**config.mk**
```make
export PLATFORM = sky130hd
export DESIGN_NAME = execute_cycle_mc
export DESIGN_NICKNAME = d
export VERILOG_FILES = /design/src/rtl/execute_cycle_mc.sv
export SDC_FILE = /design/constraint.sdc
export NUM_CORES = 1
export LEC_CHECK = 0
export CORE_UTILIZATION = 45
export DETAILED_ROUTE_END_ITERATION = 8
export PLACE_DENSITY_LB_ADDON = 0.05
export SYNTH_ARGS = -nofsm -noshare
export SYNTH_HDL_FRONTEND = slang
export SYNTH_SLANG_ARGS = --single-unit
```
**constraint.sdc**
```tcl
create_clock -name clk -period 22.7 [get_ports clk]
set_input_delay 5.675 -clock clk [delete_from_list [all_inputs] [get_ports clk]]
set_output_delay 5.675 -clock clk [all_outputs]
set_load 0.01 [all_outputs]
```
**src/rtl/execute_cycle_mc.sv**
```systemverilog
// execute_cycle_mc: execute stage with operand forwarding, ALU, branch
// resolution, an iterative unsigned divider and the EX/MEM pipeline register.
//
// Ports:
//   clk, rst                 clock (rising edge), asynchronous active-low reset
//   valid_E, flush_E         EX instruction valid / kill from the hazard unit
//   RegWriteE..ALUSrcE       decoded single-bit controls
//   ALUControlE              ALU op (add, sub, mul, divu, remu, and, or, slt)
//   RD1_E, RD2_E, Imm_Ext_E  register operands and extended immediate
//   RD_E                     destination register index
//   PCE, PCPlus4E            PC and PC+4 of the EX instruction
//   ResultW                  write-back value for forwarding
//   ForwardA_E, ForwardB_E   forwarding selects
//   StallE                   holds IF/ID/EX inputs while the divider runs (comb)
//   PCSrcE, PCTargetE        branch taken / branch target (comb)
//   RegWriteM..DivByZeroM    EX/MEM register outputs
module execute_cycle_mc #(
  parameter int unsigned DATA_W     = 24,
  parameter int unsigned REG_ADDR_W = 5
) (
  input  logic                  clk,
  input  logic                  rst,
  input  logic                  valid_E,
  input  logic                  flush_E,
  input  logic                  RegWriteE,
  input  logic                  MemWriteE,
  input  logic                  ResultSrcE,
  input  logic                  BranchE,
  input  logic                  ALUSrcE,
  input  logic [2:0]            ALUControlE,
  input  logic [DATA_W-1:0]     RD1_E,
  input  logic [DATA_W-1:0]     RD2_E,
  input  logic [DATA_W-1:0]     Imm_Ext_E,
  input  logic [REG_ADDR_W-1:0] RD_E,
  input  logic [DATA_W-1:0]     PCE,
  input  logic [DATA_W-1:0]     PCPlus4E,
  input  logic [DATA_W-1:0]     ResultW,
  input  logic [1:0]            ForwardA_E,
  input  logic [1:0]            ForwardB_E,
  output logic                  StallE,
  output logic                  PCSrcE,
  output logic [DATA_W-1:0]     PCTargetE,
  output logic                  RegWriteM,
  output logic                  MemWriteM,
  output logic                  ResultSrcM,
  output logic [REG_ADDR_W-1:0] RD_M,
  output logic [DATA_W-1:0]     PCPlus4M,
  output logic [DATA_W-1:0]     WriteDataM,
  output logic [DATA_W-1:0]     ALU_ResultM,
  output logic                  DivByZeroM
);

  localparam int unsigned CNT_W = $clog2(DATA_W);

  localparam logic [2:0] OP_ADD  = 3'b000;
  localparam logic [2:0] OP_SUB  = 3'b001;
  localparam logic [2:0] OP_MUL  = 3'b010;
  localparam logic [2:0] OP_DIVU = 3'b011;
  localparam logic [2:0] OP_REMU = 3'b100;
  localparam logic [2:0] OP_AND  = 3'b101;
  localparam logic [2:0] OP_OR   = 3'b110;
  localparam logic [2:0] OP_SLT  = 3'b111;

  typedef enum logic [1:0] {
    DIV_IDLE = 2'b00,
    DIV_BUSY = 2'b01,
    DIV_DONE = 2'b10
  } div_state_t;

  div_state_t div_state, div_state_nxt;

  logic [DATA_W-1:0] src_a, fwd_b, src_b;
  logic [DATA_W-1:0] alu_res, mul_lo;
  logic              is_div, src_b_zero, alu_zero;
  logic              div_stall, div_start, div_step, m_bubble;

  logic [DATA_W-1:0] div_rem, div_quo, div_den;
  logic              div_is_rem;
  logic [CNT_W-1:0]  div_cnt;
  logic [DATA_W:0]   rem_sh, rem_diff;
  logic [DATA_W-1:0] div_res;

  // Operand forwarding muxes
  always_comb begin
    case (ForwardA_E)
      2'b01:   src_a = ResultW;
      2'b10:   src_a = ALU_ResultM;
      default: src_a = RD1_E;
    endcase
    case (ForwardB_E)
      2'b01:   fwd_b = ResultW;
      2'b10:   fwd_b = ALU_ResultM;
      default: fwd_b = RD2_E;
    endcase
  end

  assign src_b      = ALUSrcE ? Imm_Ext_E : fwd_b;
  assign is_div     = (ALUControlE == OP_DIVU) || (ALUControlE == OP_REMU);
  assign src_b_zero = (src_b == '0);
  assign mul_lo     = src_a * src_b;

  // Single-cycle ALU; divide ops yield their divide-by-zero value here
  always_comb begin
    alu_res = '0;
    case (ALUControlE)
      OP_ADD:  alu_res = src_a + src_b;
      OP_SUB:  alu_res = src_a - src_b;
      OP_MUL:  alu_res = mul_lo;
      OP_DIVU: alu_res = '1;
      OP_REMU: alu_res = src_a;
      OP_AND:  alu_res = src_a & src_b;
      OP_OR:   alu_res = src_a | src_b;
      OP_SLT:  alu_res = DATA_W'($signed(src_a) < $signed(src_b));
      default: alu_res = '0;
    endcase
  end

  assign alu_zero = (alu_res == '0);

  // Divider FSM: state register
  always_ff @(posedge clk or negedge rst) begin
    if (!rst) div_state <= DIV_IDLE;
    else      div_state <= div_state_nxt;
  end

  // Divider FSM: next state and stall; start is gated by rst so StallE
  // reads 0 while reset is asserted
  always_comb begin
    div_state_nxt = div_state;
    div_stall     = 1'b0;
    div_start     = 1'b0;
    div_step      = 1'b0;
    case (div_state)
      DIV_IDLE: begin
        if (rst && valid_E && !flush_E && is_div && !src_b_zero) begin
          div_stall     = 1'b1;
          div_start     = 1'b1;
          div_state_nxt = DIV_BUSY;
        end
      end
      DIV_BUSY: begin
        if (flush_E) begin
          div_state_nxt = DIV_IDLE;
        end else begin
          div_stall = 1'b1;
          div_step  = 1'b1;
          if (div_cnt == CNT_W'(DATA_W - 1)) div_state_nxt = DIV_DONE;
        end
      end
      DIV_DONE: div_state_nxt = DIV_IDLE;
      default:  div_state_nxt = DIV_IDLE;
    endcase
  end

  // One restoring step: shift in the next dividend bit, subtract if it fits
  assign rem_sh   = {div_rem, div_quo[DATA_W-1]};
  assign rem_diff = rem_sh - {1'b0, div_den};
  assign div_res  = div_is_rem ? div_rem : div_quo;

  // Divider datapath; operands are captured so later forwarding changes don't matter
  always_ff @(posedge clk or negedge rst) begin
    if (!rst) begin
      div_rem    <= '0;
      div_quo    <= '0;
      div_den    <= '0;
      div_is_rem <= 1'b0;
      div_cnt    <= '0;
    end else if (div_start) begin
      div_rem    <= '0;
      div_quo    <= src_a;
      div_den    <= src_b;
      div_is_rem <= (ALUControlE == OP_REMU);
      div_cnt    <= '0;
    end else if (div_step) begin
      div_rem    <= rem_diff[DATA_W] ? rem_sh[DATA_W-1:0] : rem_diff[DATA_W-1:0];
      div_quo    <= {div_quo[DATA_W-2:0], ~rem_diff[DATA_W]};
      div_cnt    <= div_cnt + CNT_W'(1);
    end
  end

  assign StallE    = div_stall;
  assign m_bubble  = flush_E || !valid_E || div_stall;
  assign PCSrcE    = valid_E && BranchE && alu_zero && !flush_E && !div_stall;
  assign PCTargetE = PCE + Imm_Ext_E;

  // EX/MEM register; bubbles clear controls and hold data
  always_ff @(posedge clk or negedge rst) begin
    if (!rst) begin
      RegWriteM   <= 1'b0;
      MemWriteM   <= 1'b0;
      ResultSrcM  <= 1'b0;
      DivByZeroM  <= 1'b0;
      RD_M        <= '0;
      PCPlus4M    <= '0;
      WriteDataM  <= '0;
      ALU_ResultM <= '0;
    end else if (m_bubble) begin
      RegWriteM   <= 1'b0;
      MemWriteM   <= 1'b0;
      ResultSrcM  <= 1'b0;
      DivByZeroM  <= 1'b0;
    end else begin
      RegWriteM   <= RegWriteE;
      MemWriteM   <= MemWriteE;
      ResultSrcM  <= ResultSrcE;
      RD_M        <= RD_E;
      PCPlus4M    <= PCPlus4E;
      WriteDataM  <= fwd_b;
      ALU_ResultM <= (div_state == DIV_DONE) ? div_res : alu_res;
      DivByZeroM  <= (div_state == DIV_IDLE) && is_div && src_b_zero;
    end
  end

endmodule

```
==> results.md, run 1 <==
- CP required: 17.02 ns
- Worst setup EP type: output pin
- Final Instance Area: 27400 µm²
- Mapped Nets: 3415
- Clk root buf: clkbuf_16
- Top cell type's share of synthesized area: about a fifth
- Clock Latency Late Sink: 0.45 ns
- CTS Hold Bufs: 0
- Core Area: around 50000 µm²
- Layout area overhead: 18.00%
- Crit Path Category: in2out
- Ys flop type: dfrtp_1
- Per-cell routed wire length: 26.71 µm
- Chip width: 229.1 µm
- CP peak stage delay: about 0.75 ns
- Syn avg cell area: approximately 8.2 µm²
- Overall Global Routing Usage: about two fifths
- Setup Buffers After CTS: 0
- Critical Path Most Common Cell: fa_1
- Clock Skews: 0.01515 ns
- Critical path launch point type: input port
- Final min period: 22.35 ns
- Die Footprint: about 53000 µm²
- Max Root-Sink Buffers: 2
- RSZ-0062 raised after global routing: no
- DRT Wirelength: 100.0 mm
- CP arrival: between 15 and 20 ns
- Most frequent cell after synthesis: inv_1
- Synthesized area: approximately 23000 µm²
- Port buffer count: 271
- Period utilization: 98.44%
- Synth top area cells: fa_1 19%, dfrtp_1 17%, ha_1 11%, inv_1 6.6%, nor2_1 5.3%
- Final Max Slew Viols: 0
- CP Launch Point: ForwardB_E[0]
- # rows: 82
- Final setup vio count: 0
- Status: completed
- Fmax: 0.04475 GHz
- Area after DPL: 26820 µm²
- Routability cong.: about 1
- Cell type with the largest total area after synthesis: fa_1
- IO Pins: between 200 and 300
- Relative slew slack: 21.23%
- Post-route insts no fill: 3745
- Reg2reg start: ALU_ResultM[10]
- Synth cell count leaders: 408 x inv_1, 327 x nor2_1, 287 x nand2_1
- Vias/cell: approximately 6
- Synth unique cells: 93
- Hold wc startpoint: WriteDataM[6]
- Htree depth: 4
- Sum Neg Setup Slack: 0 ns
- Post-synth EDFFs: 0
- Crit Path Max Fanout: 24
- Sequential area share after synthesis: between 10% and 20%
- Worst min path class: reg2reg
- Initial Util: a little under half
- Seq cells post-synth: approximately 160
- CTS tree: done
- R2R Setup Slk: approximately 13 ns
- Post-CTS resize count: 0
- Placed cell count: 3711
- Die H: 229.1 µm
- Worst VDD drop: around 0.17 mV
- Share of cells above drive strength 1: 6.936%
- Initial antenna violation count: 3
- Worst-Margin Slew: 1.174 ns
- Post-Syn Instances: 2826
- Via count: 22360
- Detailed placement HPWL: around 80 mm
- Max-capacitance violation count: 0
- Worst-path clk slew: 0.06 ns
- Total global routing overflow: 0
- Crit-path slowest cell: a21boi_2
- Number of global-route vias before repair: 22260
- Yosys warning count: 0
- CTS Sinks: 161
- Router iterations before antenna repair: 6
- Pwr/cell area: between 100 and 150 nW/µm²
- Fin. Hold Viols: 0
- Initial DRC Count: about 2400
- Nets: 3647
- Total CTS buffers: 17
- Share of synthesized registers carrying an async set or reset: 100.0%
- Largest net degree at the start of global routing: 83
- First-pass GRT wire length: roughly 150 mm
- Leak: ~13 nW
- DR DRC count: 0
- DRT antenna net count: 0
==> through the flow <==
stage | hold slack (ns) | worst slack [ns] | util (%) | power, mW
2_1_floorplan | 0.4498 | 3.109 | - | 2.659
3_5_place_dp | 0.4754 | 0.6932 | 53.13 | 3.682
6_report | 0.4925 | 0.3543 | 54.27 | 4.039
5_1_grt | 0.5124 | 0.04147 | 54.27 | 4.400
3_3_place_gp | 0.4667 | 0.7596 | 53.13 | 3.656
4_1_cts | 0.4907 | 0.6750 | 54.26 | 3.991
==> path summary, 6_finish.rpt <==
kind / end / cells after the start
worst max-delay path: PCSrcE / 32
worst min-delay path: WriteDataM[6] / 2
worst max register to register: ALU_ResultM[23] / 28
worst min register to register: WriteDataM[6] / 2
max in group asynchronous: WriteDataM[13] / 2
min in group asynchronous: div_rem[8] / 1
==> cells by family (layout without fill, tap and decap cells) <==
group | after synthesis | in the layout | synth area share, %
other | 0 | 2 | 0
flip-flops | 161 | 161 | 17.35
XOR/XNOR | 99 | 99 | 3.972
multiplexers | 104 | 104 | 4.823
AND/OR/NAND/NOR | 835 | 835 | 15.79
AO/OA/AOI/OAI | 639 | 639 | 18.82
buffers and inverters | 564 | 809 | 9.378
adder cells (fa/ha/maj) | 424 | 424 | 29.87
==> flip-flops by register name (all words and copies together) (netlist names) <==
name         count
ALU_ResultM     24
DivByZeroM       1
MemWriteM        1
PCPlus4M        24
RD_M             5
RegWriteM        1
ResultSrcM       1
WriteDataM      24
div_cnt          5
div_den         24
div_is_rem       1
div_quo         24
div_rem         24
div_state        2
==> report_power, final <==
part / switching [mW] / internal [mW] / leakage [nW] / total (mW)
Clock: 0.129 / 0.155 / 0.278 / 0.285
Combinational: 1.97 / 1.36 / 10.6 / 3.34
Sequential: 0.0646 / 0.350 / 2.01 / 0.415
==> final cells by class <==
class,instances,area [µm²]
clock inverter,14,130.1
clock buffer,18,439.2
antenna,2,5.005
sequential,161,4029
fill,4900,23080
inverter,424,1592
multi-input combinational,2101,17040
timing repair buffer,353,3324
tap,672,840.8
==> cell usage in the layout (no fill, tap or decap), drive strengths merged, types with 34 or more instances in the layout <==
| master | count |
|---|---|
| a21oi | 139 |
| a221o | 42 |
| buf | 84 |
| clkdlybuf4s50 | 269 |
| dfrtp | 161 |
| fa | 217 |
| ha | 207 |
| inv | 418 |
| mux2 | 53 |
| mux2i | 50 |
| nand2 | 287 |
| nor2 | 327 |
| nor2b | 43 |
| nor3 | 34 |
| o21ai | 175 |
| xnor2 | 75 |
==> routing by layer <==
| metal | up-vias | track usage [%] | part of all wire [%] |
|---|---|---|---|
| met5 | - | 0 | 0 |
| met4 | 0 | 16.08 | 4.6 |
| met3 | 221 | 6.860 | 9.2 |
| met2 | 1170 | 59.35 | 45 |
| met1 | 11080 | 51.79 | 42 |
| li1 | 9891 | - | - |
==> critical path: cells and delay by family <==
kind / cells / cell delay (ns)
muxes: 1 / 0.53
buffers and inverters: 9 / 2.13
AOI/OAI and AO/OA: 5 / 1.81
adders and majority gates: 9 / 4.18
and+or+nand+nor: 8 / 2.28
Power figures use the tool's default switching activity.
==> inputs of run 2 (changes only) <==
- SETUP_SLACK_MARGIN: default -> 0.4
==> run 2 against run 1 <==
Effect of this change: sequential share of layout area hardly changed; via count is 0.30% higher; maximum frequency is 1.7% higher; cell area barely moved; final cell count unchanged; critical endpoint unchanged; non-clock buffer count did not move.
==> results.md, run 2 (same netlist as run 1, synthesis figures left out) <==
- Port buffer count: 271 (unchanged)
- Initial Util: 45.99% (unchanged)
- Fmax: 0.04553 GHz (+1.7%)
- RSZ-0062 raised after global routing: no
- CP arrival: 16.29 ns (-0.38 ns)
- Initial antenna violation count: 3 (unchanged)
- Die H: 229.1 µm (unchanged)
- Worst-Margin Slew: 1.153 ns (-0.02110 ns)
- M2 GR Usage: 59.35% (unchanged)
- Post-route insts no fill: 3745 (unchanged)
- Worst VDD drop: 0.1699 mV (+0.45%)
- Clock Skews: 0.01430 ns (-0.0008512 ns)
- Final setup vio count: 0 (unchanged)
- Placed cell count: 3711 (unchanged)
- Via count: 22430 (+0.30%)
- Total global routing overflow: 0 (unchanged)
- # rows: 82 (unchanged)
- Layout area overhead: 18.08% (about the same)
- Fin. Hold Viols: 0 (unchanged)
- Router iterations before antenna repair: 8 (+2)
- Clock Latency Late Sink: 0.45 ns (about the same)
- Overall Global Routing Usage: 38.06% (unchanged)
- Final min period: 21.97 ns (-0.3806 ns)
- Share of cells above drive strength 1: 6.968% (+0.033 points)
- FILL cells: 4898 (-0.041%)
- Nets: 3647 (unchanged)
- Die Footprint: 52500 µm² (unchanged)
- Max-capacitance violation count: 0 (unchanged)
- Grt met3 use: 6.860% (unchanged)
- CTS Sinks: 161 (unchanged)
- Pwr/cell area: 147.4 nW/µm² (about the same)
- Crit Path Category: in2out
- Htree depth: 4 (unchanged)
- Final Max Slew Viols: 0 (unchanged)
- Clk root buf: clkbuf_16
- Max Root-Sink Buffers: 2 (unchanged)
- Worst setup EP type: output pin
- Worst-path clk slew: 0.06 ns (about the same)
- Core Area: 50480 µm² (unchanged)
- Most frequent cells in the layout: 408 x inv_1, 326 x nor2_1, 287 x nand2_1, 269 x clkdlybuf4s50_1, 217 x fa_1
- Met1 Usage GRT: 51.79% (unchanged)
- Critical path launch point type: input port
- Detailed placement HPWL: 79.59 mm (unchanged)
- CP peak stage delay: 0.61 ns (-0.14 ns)
- DR DRC count: 0 (unchanged)
- Per-cell routed wire length: 26.77 µm (+0.22%)
- Worst min path class: reg2reg
- Sum Neg Setup Slack: 0 ns (unchanged)
- Initial DRC Count: 2369 (-0.21%)
- Status: completed
- Gr busiest metal: met2
- Chip width: 229.1 µm (unchanged)
- First-pass GRT wire length: 147.0 mm (unchanged)
- CTS tree: done
- Commonest non-fill, non-tap cell in the layout: inv_1
- Crit-path slowest cell: a22oi_1
- Period utilization: 96.76% (-1.7 points)
- DRT antenna net count: 0 (unchanged)
- Relative slew slack: 23.04% (+1.8 points)
- Routability cong.: 1.007 (unchanged)
- Number of global-route vias before repair: 22260 (unchanged)
- Largest net degree at the start of global routing: 83 (unchanged)
- Setup Buffers After CTS: 0 (unchanged)
- Total CTS buffers: 17 (unchanged)
- DRT Wirelength: 100.3 mm (+0.22%)
- Vias/cell: 5.988 (+0.30%)
- Crit Path Max Fanout: 24 (unchanged)
- CP required: 17.02 ns (about the same)
- IO Pins: 272 (unchanged)
- Leak: 12.93 nW (about the same)
## run 2: cell count changes in the layout (fill, tap and decap cells not counted)
cell      delta
ha_2         +1
ha_1         -1
a21boi_2     -2
a21boi_4     +2
## run 2: worst max-delay path: cells and delay by family
| kind | cells | cell delay (ns) |
|---|---|---|
| compound gates | 5 | 1.49 |
| fa+ha+maj | 10 | 4.34 |
| simple gates | 6 | 1.78 |
| mux | 1 | 0.56 |
| buf+inv | 11 | 2.42 |
## run 2: what timing repair did
action,in CTS,in global routing
endpoints found under the hold margin,0,0
hold buffers,0,0
gates resized for setup,0,3
endpoints found under the setup margin,0,1
## run 2: power breakdown
part           leakage, nW  total, mW  switching (mW)  internal, mW
clock                0.278      0.285           0.130         0.155
combinational         10.6       3.34            1.98          1.37
sequential            2.01      0.415          0.0645         0.350
total                 12.9       4.04            2.17          1.87
## run 2: layout make-up
class | instances | area, µm² | area share (%)
multi-input cells | 2101 | 17050 | 62.21
flip-flops and latches | 161 | 4029 | 14.70
repair buffers | 353 | 3324 | 12.13
inverters | 424 | 1592 | 5.806
well taps | 672 | 840.8 | 3.067
clock buffers | 18 | 439.2 | 1.602
clock inverters | 14 | 130.1 | 0.4747
diodes | 2 | 5.005 | 0.01826
## run 2: worst paths after layout
kind / startpoint / to / slack (ns) / depth (start not counted)
setup / recovery: ForwardB_E[1] / PCSrcE / 0.73 / 33
min in group asynchronous: rst / div_rem[8] / 5.27 / 1
max in group asynchronous: rst / WriteDataM[13] / 15.83 / 2
hold reg to reg: WriteDataM[6] / WriteDataM[6] / 0.49 / 2
setup reg to reg: ALU_ResultM[11] / ALU_ResultM[23] / 13.69 / 28
hold / removal: WriteDataM[6] / WriteDataM[6] / 0.49 / 2
## run 2: layer usage
metal | share of wire (%) | up-vias
li1 | - | 9897
met1 | 42 | 11110
met2 | 45 | 1184
met3 | 8.7 | 235
met4 | 4.7 | 0
met5 | 0 | -
## run 2: per-stage QoR
step,hold slack (ns),power (mW),utilization [%],worst slack (ns),cell area (µm²)
detailed placement,0.4754,3.682,53.13,0.6932,26820
CTS,0.4907,3.991,54.26,0.6750,27390
global placement,0.4667,3.656,53.13,0.7596,26820
global route,0.5124,4.401,54.31,0.4236,27410
floorplan,0.4498,2.659,-,3.109,23220
finish,0.4924,4.042,54.31,0.7349,27410
